File: config.mk
export PLATFORM = sky130hd
export DESIGN_NAME = sva_attempt_scheduler
export DESIGN_NICKNAME = d
export VERILOG_FILES = /design/src/rtl/sva_attempt_scheduler.sv
export SDC_FILE = /design/constraint.sdc
export NUM_CORES = 1
export LEC_CHECK = 0
export CAP_MARGIN = 10
export CELL_PAD_IN_SITES_DETAIL_PLACEMENT = 0
export CELL_PAD_IN_SITES_GLOBAL_PLACEMENT = 1
export CORE_UTILIZATION = 48
export DETAILED_ROUTE_END_ITERATION = 10
export PLACE_DENSITY = 0.78
export SYNTH_ARGS = -nofsm -noshare
export SYNTH_HDL_FRONTEND = slang
export SYNTH_SLANG_ARGS = --single-unit
File: constraint.sdc
create_clock -name gclk -period 4.3 [get_ports gclk]
set_clock_uncertainty 0.1 [all_clocks]
set_input_delay 1.29 -clock gclk [delete_from_list [all_inputs] [get_ports gclk]]
set_output_delay 1.29 -clock gclk [all_outputs]
set_load 0.02 [all_outputs]
File: src/rtl/sva_attempt_scheduler.sv
// Time-multiplexes one shared property evaluator across SLOTS concurrent assertion attempts.
// Each accepted tick runs one round: evaluate every live slot once, then optionally launch a new attempt.
module sva_attempt_scheduler #(
    parameter int SLOTS   = 4,
    parameter int STATE_W = 4,
    parameter int TS_W    = 8
) (
    input  logic                   gclk,
    input  logic                   grst,
    input  logic                   tick,
    input  logic                   start_en,
    output logic                   eval_req,
    output logic [STATE_W-1:0]     eval_state,
    input  logic                   eval_ack,
    input  logic [STATE_W-1:0]     eval_next,
    input  logic                   eval_active,
    input  logic                   eval_succ,
    input  logic                   eval_fail,
    output logic                   succ_pulse,
    output logic                   fail_pulse,
    output logic                   overflow,
    output logic                   overrun,
    output logic [TS_W-1:0]        succ_latency,
    output logic                   busy,
    output logic [$clog2(SLOTS):0] active_cnt
);
    localparam int IDX_W = $clog2(SLOTS);
    localparam int CNT_W = IDX_W + 1;

    typedef enum logic [2:0] {IDLE, SCAN, WAIT, LAUNCH, LWAIT} state_t;
    state_t state;

    logic [SLOTS-1:0]   slot_valid;
    logic [STATE_W-1:0] slot_state [SLOTS];
    logic [TS_W-1:0]    slot_ts    [SLOTS];
    logic [TS_W-1:0]    ts;
    logic [SLOTS-1:0]   scan_mask;
    logic [IDX_W-1:0]   scan_idx;
    logic [IDX_W-1:0]   launch_slot;
    logic               start_lat;

    logic               scan_hit;
    logic [IDX_W-1:0]   scan_sel;
    logic               free_hit;
    logic [IDX_W-1:0]   free_sel;
    logic [CNT_W-1:0]   valid_cnt;

    // Descending loops so the lowest qualifying index wins.
    always_comb begin
        scan_hit  = 1'b0;
        scan_sel  = '0;
        free_hit  = 1'b0;
        free_sel  = '0;
        valid_cnt = '0;
        for (int i = SLOTS - 1; i >= 0; i--) begin
            if (scan_mask[i] && (IDX_W'(i) >= scan_idx)) begin
                scan_hit = 1'b1;
                scan_sel = IDX_W'(i);
            end
            if (!slot_valid[i]) begin
                free_hit = 1'b1;
                free_sel = IDX_W'(i);
            end
            valid_cnt = valid_cnt + CNT_W'(slot_valid[i]);
        end
    end

    always_ff @(posedge gclk or posedge grst) begin
        if (grst) begin
            state        <= IDLE;
            slot_valid   <= '0;
            for (int i = 0; i < SLOTS; i++) begin
                slot_state[i] <= '0;
                slot_ts[i]    <= '0;
            end
            ts           <= '0;
            scan_mask    <= '0;
            scan_idx     <= '0;
            launch_slot  <= '0;
            start_lat    <= 1'b0;
            eval_req     <= 1'b0;
            eval_state   <= '0;
            succ_pulse   <= 1'b0;
            fail_pulse   <= 1'b0;
            overflow     <= 1'b0;
            overrun      <= 1'b0;
            succ_latency <= '0;
            busy         <= 1'b0;
            active_cnt   <= '0;
        end else begin
            succ_pulse <= 1'b0;
            fail_pulse <= 1'b0;
            overflow   <= 1'b0;
            overrun    <= tick && (state != IDLE);
            active_cnt <= valid_cnt;

            case (state)
                IDLE: begin
                    if (tick) begin
                        ts        <= ts + 1'b1;
                        scan_mask <= slot_valid;
                        start_lat <= start_en;
                        scan_idx  <= '0;
                        busy      <= 1'b1;
                        state     <= SCAN;
                    end
                end
                SCAN: begin
                    if (scan_hit) begin
                        scan_idx   <= scan_sel;
                        eval_req   <= 1'b1;
                        eval_state <= slot_state[scan_sel];
                        state      <= WAIT;
                    end else begin
                        state <= LAUNCH;
                    end
                end
                WAIT: begin
                    if (eval_ack && eval_req) begin
                        eval_req            <= 1'b0;
                        scan_mask[scan_idx] <= 1'b0;
                        if (eval_active)
                            slot_state[scan_idx] <= eval_next;
                        else
                            slot_valid[scan_idx] <= 1'b0;
                        if (eval_succ) begin
                            succ_pulse   <= 1'b1;
                            succ_latency <= ts - slot_ts[scan_idx];
                        end else if (eval_fail) begin
                            fail_pulse <= 1'b1;
                        end
                        state <= SCAN;
                    end
                end
                LAUNCH: begin
                    if (!start_lat) begin
                        busy  <= 1'b0;
                        state <= IDLE;
                    end else if (!free_hit) begin
                        overflow <= 1'b1;
                        busy     <= 1'b0;
                        state    <= IDLE;
                    end else begin
                        launch_slot <= free_sel;
                        eval_req    <= 1'b1;
                        eval_state  <= '0;
                        state       <= LWAIT;
                    end
                end
                LWAIT: begin
                    // A launched attempt only occupies a slot if the evaluator keeps it alive.
                    if (eval_ack && eval_req) begin
                        eval_req <= 1'b0;
                        if (eval_active) begin
                            slot_valid[launch_slot] <= 1'b1;
                            slot_state[launch_slot] <= eval_next;
                            slot_ts[launch_slot]    <= ts;
                        end
                        if (eval_succ) begin
                            succ_pulse   <= 1'b1;
                            succ_latency <= '0;
                        end else if (eval_fail) begin
                            fail_pulse <= 1'b1;
                        end
                        busy  <= 1'b0;
                        state <= IDLE;
                    end
                end
                default: begin
                    busy  <= 1'b0;
                    state <= IDLE;
                end
            endcase
        end
    end
endmodule

==> summary.md, run 1 <==
| Metric | Value |
|---|---|
| Buffers & Inverters on Critical Path | 1 |
| Post-DP HPWL | 6.76 mm |
| Largest fanout on the critical path | 5 |
| Mux cell area share after synthesis | 0.168 |
| Pwr Density | approximately 620 mW/mm2 |
| Core area | about 0.0093 mm2 |
| Worst Tran Pin Value | 0.762 ns |
| Post-synthesis cell type count | 58 |
| Largest net degree at the start of global routing | 34 |
| Gate power share | 0.375 |
| Hold Crit Class | flip-flop to flip-flop |
| Avg Vias per Cell | 5.55 |
| CP delay by family, top | simple AND/OR/NAND/NOR gates |
| Internal Pwr Total | 2.08 mW |
| Worst ir drop on vdd | 0.260 mV |
| Achievable Freq | 337 MHz |
| WP data arrival | 3.12 ns |
| Synth Area in Simple Gates | 0.122 |
| Drt total wl | between 9 and 10 mm |
| Mapped Cells | 387 |
| # diodes | 0 |
| Max Cap Violations | 0 |
| Post-CTS setup buffer count | 0 |
| Total Power | roughly 3.3 mW |
| Post-synth EDFFs | 0 |
| Finished Core Util | 0.574 |
| Critical path cell sequence | clkdlybuf4s50_1 > nand2_1 > nor3_2 > nand2_1 > or2_1 > mux2_4 |
| Sequential share of power | 0.410 |
| DR pass1 iterations | 4 |
| CTS Sinks | 93 |
| Final non-filler cell total | 557 |
| Final setup vio count | 0 |
| CTS root buffer | clkbuf_8 |
| Layout cell share with drive strength beyond 1 | 0.222 |
| Switching power | 1.22 mW |
| Hold Violations, Final | 0 |
| Initial Util | 0.498 |
| Synth Flop Type | dfrtp_1 |
| Rows | 35 |
| Async SR Flop Fraction | 1.00 |
| Clock Latency Late Sink | 0.37 ns |
| Xor and xnor area share after synthesis | 0.0265 |
| Synth Area in Compound Gates | 0.103 |
| Number of placed cells counting well taps | 541 |
| WP data required | 4.45 ns |
| Crit Path Class | primary input to flip-flop |
| Most frequent cells after synthesis | 93 x dfrtp_1, 46 x mux2_2, 28 x nand2_1 |
| Syn Area/Cell | about 12 um2 |
| Largest family of logic cells by synthesized area | multiplexers |
| Slew HR | 0.490 |
| Die width | 100 um |
| Setup Total Neg Slack | 0 ns |
| Post-synthesis adder-cell area fraction | 0.0384 |
| Antenna-violating nets left | 0 |
| Clock transition at path regs | 0.09 ns |
| Post-CTS sizing | 0 |
| Port-buffer cells | 32 |
| Via Count | slightly above 3000 |
| Leading area contributor after synthesis | dfrtp_1 |
| Register area share after synthesis | 0.503 |
| Area Overhead vs Synth | 15.2% |
| Clock Path Buffers | 2 |
| Count of final max-slew check failures | 0 |
| Hold-fix buffers at CTS | 0 |
| Final Critical Period | 2.97 ns |
| Vias in the first global route | 3079 |
| Synth top area cells | dfrtp_1 50%, mux2_2 11%, mux4_2 3.9% |
| Most numerous cell in the Yosys netlist | dfrtp_1 |
| Net Sw Frac | 0.369 |
| CTS H-Tree Depth | 3 |
| RSZ-0062 raised after global routing | false |
| First-pass GRT wire length | 16.0 mm |
| Initial drt markers | 142 |
| Clock power frac | 0.215 |
| GRT Residual Overflow | 0 |
| Syn nets | a little over 400 |
| Chip height | about 100 um |
| Total number of yosys warnings | 0 |
| Mapped Area | 0.00463 mm2 |
| Antenna violations before repair | 0 |
| All-Layer GR Usage | 0.211 |
| Most used cell, CP | nand2_1 |
| Outcome | finished, final reports clean |
| # fillers | 782 |
| Startpoint types | primary input |
| Nets@finish | roughly 450 |
| Critical path's slowest cell | clkdlybuf4s50_1 |
| I/O pin total | 33 |
| Drc violations | 0 |
| Max stage delay on crit path | ~0.47 ns |
| TritonCTS clock tree | built |
| GPL Wtd Cong | 0.776 |
| Die ar. | between 0.01 and 0.015 mm2 |
| P_leak | ~2.5 nW |
| Fin crit share | 0.691 |
| Seq cells post-synth | 93 |
| Top-area cell type share of the netlist area | 0.503 |
| Avg WL per Cell | 17.0 um |
| Setup crit end kind | flip-flop |
| CTS buffer count | 9 |
[sequential cells by signal (all words and copies together) (netlist names), 2 cells and up]
register and cells:
ts 8, succ_latency 8, slot_valid 4, launch_slot 2, slot_state 16, active_cnt 3, eval_state 4, slot_ts 32
scan_idx 2, scan_mask 4, state 3
[area by class of cell]
type,count,area [um2],share of cell area
Sequential cell,93,2330,0.437
Multi-Input combinational cell,256,2120,0.398
Timing Repair Buffer,39,385,0.0723
Tap cell,129,161,0.0303
Clock buffer,9,124,0.0232
Clock inverter,7,120,0.0225
Inverter,24,91.3,0.0171
[per-layer routing]
layer,share of wire,GRT usage,vias up
met2,0.43,0.301,50
met1,0.52,0.323,1559
met3,0.035,0.0418,6
met4,0.0097,0.0624,0
met5,0,0,-
li1,-,-,1475
[placed cells by master, fill, tap and decap left out, drive strengths merged, types with 9 or more instances in the layout]
cell | synthesis | routed
clkdlybuf4s50 | 0 | 32
xnor2 | 12 | 12
o21ai | 17 | 17
nand2 | 28 | 28
mux2 | 50 | 50
nor2 | 17 | 17
and3 | 11 | 11
inv | 24 | 25
dfrtp | 93 | 93
a21oi | 14 | 14
ha | 11 | 11
clkbuf | 2 | 9
[through the flow]
stage / area (um2) / hold slack [ns] / worst slack, ns
2_1_floorplan: 4630 / 0.371 / 0.490
3_3_place_gp: 5080 / 0.361 / 0.974
3_5_place_dp: 5080 / 0.371 / 0.956
4_1_cts: 5330 / 0.392 / 1.34
5_1_grt: 5330 / 0.424 / 1.23
6_report: 5330 / 0.386 / 1.33
[worst reg2reg max path: stages (launching register included)]
cell      delay, ns
dfrtp_1        0.72
mux4_2         0.62
ha_1           0.20
inv_1          0.06
fa_1           0.20
a21o_1         0.13
a21oi_1        0.08
o21bai_1       0.18
mux2i_1        0.21
o311ai_0       0.14
[path summary, 6_finish.rpt]
check,start,end,slack [ns],cells after the start
max,eval_ack,slot_state[15]$_DFFE_PP0P_,1.33,6
min,succ_latency[4]$_DFFE_PP0P_,succ_latency[4]$_DFFE_PP0P_,0.39,2
max reg2reg,scan_idx[0]$_DFFE_PP0P_,succ_latency[6]$_DFFE_PP0P_,1.52,9
min reg2reg,succ_latency[4]$_DFFE_PP0P_,succ_latency[4]$_DFFE_PP0P_,0.39,2
max in group asynchronous,grst,slot_state[4]$_DFFE_PP0P_,2.26,3
min in group asynchronous,grst,slot_ts[17]$_DFFE_PP0P_,1.18,2
[cell families after synthesis]
| logic type | after synthesis |
|---|---|
| AO/OA/AOI/OAI | 71 |
| flip-flops | 93 |
| multiplexers | 60 |
| AND/OR/NAND/NOR | 98 |
| buffers and inverters | 38 |
| XOR/XNOR | 14 |
| adder cells (fa/ha/maj) | 13 |
[power groups by stage]
stage,Sequential (mW),Clock [mW],Combinational [mW]
after global placement,1.36,0,1.22
after detailed placement,1.36,0,1.23
after floorplan,1.33,0,0.880
final,1.35,0.709,1.23
after global routing,1.39,0.758,1.38
after CTS,1.35,0.723,1.24
No activity file was read; power rests on OpenSTA's default activity.
==> inputs of run 2 (changes only) <==
- CORE_UTILIZATION: 48 -> 43
- PLACE_DENSITY: 0.78 -> 0.74
- clock period: 4.3 -> 2.6 ns (I/O delays scaled with it)
==> summary.md, run 2 (synthesized netlist as in run 1, its figures left out) <==
| Metric | Value |
|---|---|
| CTS root buffer | clkbuf_8 |
| Placed Area | 0.00528 mm2 |
| Die width | roughly 110 um |
| RSZ-0062 raised after global routing | false |
| Hold Violations, Final | 0 |
| Vias in the first global route | 3260 |
| Final setup vio count | 0 |
| Max stage delay on crit path | approximately 0.51 ns |
| Nets@finish | 469 |
| Drc violations | 0 |
| Avg WL per Cell | 16.9 um |
| Register bank with the most flops | slot_ts |
| Largest regs | slot_ts x32, slot_state x16 |
| Max FFs per register | 32 |
| Avg Vias per Cell | 5.44 |
| DR pass1 iterations | 6 |
| Pwr Density | 997 mW/mm2 |
| Antenna violations before repair | 0 |
| Reg2reg end | succ_latency[7]$_DFFE_PP0P_ |
| R2r setup slk | 0.12 ns |
| Commonest non-fill, non-tap cell in the layout | dfrtp_1 |
| Most frequent cells in the layout | 92 x dfrtp_1, 46 x mux2_2, 32 x clkdlybuf4s50_1 |
| Fin crit share | 0.954 |
| Achievable Freq | 403 MHz |
| # fillers | 934 |
| Clock transition at path regs | 0.09 ns |
| WP data arrival | ~2.6 ns |
| Largest net degree at the start of global routing | between 90 and 100 |
| Design area | around 0.0055 mm2 |
| First-pass GRT wire length | 16.8 mm |
| Critical path's slowest cell | mux4_2 |
| Layout cell share with drive strength beyond 1 | 0.263 |
| Rows | 37 |
| GRT Residual Overflow | 0 |
| Drt total wl | 9.91 mm |
| Die ar. | about 0.011 mm2 |
| Post-CTS setup buffer count | 0 |
| Area Overhead vs Synth | 18.7% |
| Initial Util | 0.446 |
| Initial drt markers | approximately 160 |
| CTS buffer count | 9 |
| Worst hold slack | 0.384 ns |
| Worst Tran Pin Value | around 0.5 ns |
| Largest fanout on the critical path | 5 |
| Launching point of the worst reg2reg path | scan_idx[0]$_DFFE_PP0P_ |
| DP Worst Slack | -0.0699 ns |
| WP data required | 2.76 ns |
| I/O pin total | 33 |
| Port-buffer cells | 32 |
| Max Cap Violations | 0 |
| Hold Crit Class | flip-flop to flip-flop |
| Via Count | 3185 |
| TritonCTS clock tree | built |
| CTS H-Tree Depth | 3 |
| Chip height | ~110 um |
| R2R depth | 9 |
| Outcome | finished, final reports clean |
| CP startpoint | scan_idx[0]$_DFFE_PP0P_ |
| Slew HR | 0.673 |
| # diodes | 0 |
| Startpoint types | flip-flop |
| CTS Sinks | 93 |
| Count of final max-slew check failures | 0 |
| Critical Path Sink | succ_latency[7]$_DFFE_PP0P_ |
| Critical path cell sequence | buf_4 > mux4_2 > inv_1 > ha_1 > a21o_1 > a31o_2 > a21oi_1 > xnor2_1 > o21ai_0 |
| Antenna-violating nets left | 0 |
| Clock Path Buffers | 2 |
| Final worst-path setup slack | about 0.12 ns |
| GPL Wtd Cong | 0.805 |
| Post-DP HPWL | 7.01 mm |
| Setup Total Neg Slack | 0 ns |
| Final Critical Period | about 2.5 ns |
| Worst ir drop on vdd | 0.436 mV |
| All-Layer GR Usage | 0.197 |
| Core area | 0.0104 mm2 |
| Clock Latency Late Sink | approximately 0.37 ns |
| Setup crit end kind | flip-flop |
| P_leak | 2.56 nW |
| Crit Path Class | flip-flop to flip-flop |
run 2: what timing repair did:
item | CTS | global route
hold buffers | 0 | 0
endpoints found under the hold margin | 0 | 0
setup endpoints to repair | 0 | 3
gates resized for setup | 0 | 4
run 2: per-layer routing:
layer,GRT usage,share of wire,vias to the layer above
met5,0,0,-
met2,0.287,0.45,58
met3,0.0408,0.035,16
li1,-,-,1508
met1,0.286,0.50,1603
met4,0.0774,0.020,0
run 2: power breakdown:
group	internal (mW)	leakage (nW)	total, mW	switching, mW
registers	1.81	1.23	2.15	0.349
logic	1.13	1.23	2.33	1.20
clock network	0.473	0.0959	0.996	0.523
total	3.41	2.56	5.48	2.07
run 2: layout make-up:
type / instances / area [um2] / area share
Clock buffer: 11 / 141 / 0.0257
Multi-Input combinational cell: 256 / 2130 / 0.387
Inverter: 24 / 93.8 / 0.0171
Tap cell: 136 / 170 / 0.0310
Sequential cell: 93 / 2330 / 0.424
Clock inverter: 5 / 58.8 / 0.0107
Timing Repair Buffer: 60 / 572 / 0.104
run 2: how the worst min path moves through the flow:
stage	to	from	slack, ns	cells past startpoint
after CTS	succ_latency[1]$_DFFE_PP0P_	succ_latency[1]$_DFFE_PP0P_	0.39	2
after global routing	succ_latency[3]$_DFFE_PP0P_	succ_latency[3]$_DFFE_PP0P_	0.42	2
after floorplan	slot_state[0]$_DFFE_PP0P_	slot_state[0]$_DFFE_PP0P_	0.37	1
final	succ_latency[1]$_DFFE_PP0P_	succ_latency[1]$_DFFE_PP0P_	0.38	2
after global placement	succ_latency[1]$_DFFE_PP0P_	succ_latency[1]$_DFFE_PP0P_	0.36	2
after detailed placement	succ_latency[1]$_DFFE_PP0P_	succ_latency[1]$_DFFE_PP0P_	0.37	2
run 2: through the flow:
| step | power, mW | utilization | instances |
|---|---|---|---|
| 4_1_cts | 5.50 | 0.529 | 585 |
| 6_report | 5.48 | 0.530 | 585 |
| 3_3_place_gp | 4.44 | 0.509 | 569 |
| 3_5_place_dp | 4.49 | 0.509 | 569 |
| 2_1_floorplan | 3.68 | - | 387 |
| 5_1_grt | 5.87 | 0.530 | 585 |
run 2: critical path: cells and delay by family, from the launching register on:
family / cells / cell delay (ns)
XOR/XNOR: 1 / 0.14
AO/OA/AOI/OAI: 4 / 0.67
buffers and inverters: 2 / 0.22
adder cells (fa/ha/maj): 1 / 0.23
multiplexers: 1 / 0.51
flip-flops: 1 / 0.48
==> inputs of run 3 (changes only) <==
- CTS_CLUSTER_DIAMETER: not set -> 120
==> results of run 3 <==
No change in the layout: final DEF, timing and power equal those of run 2.
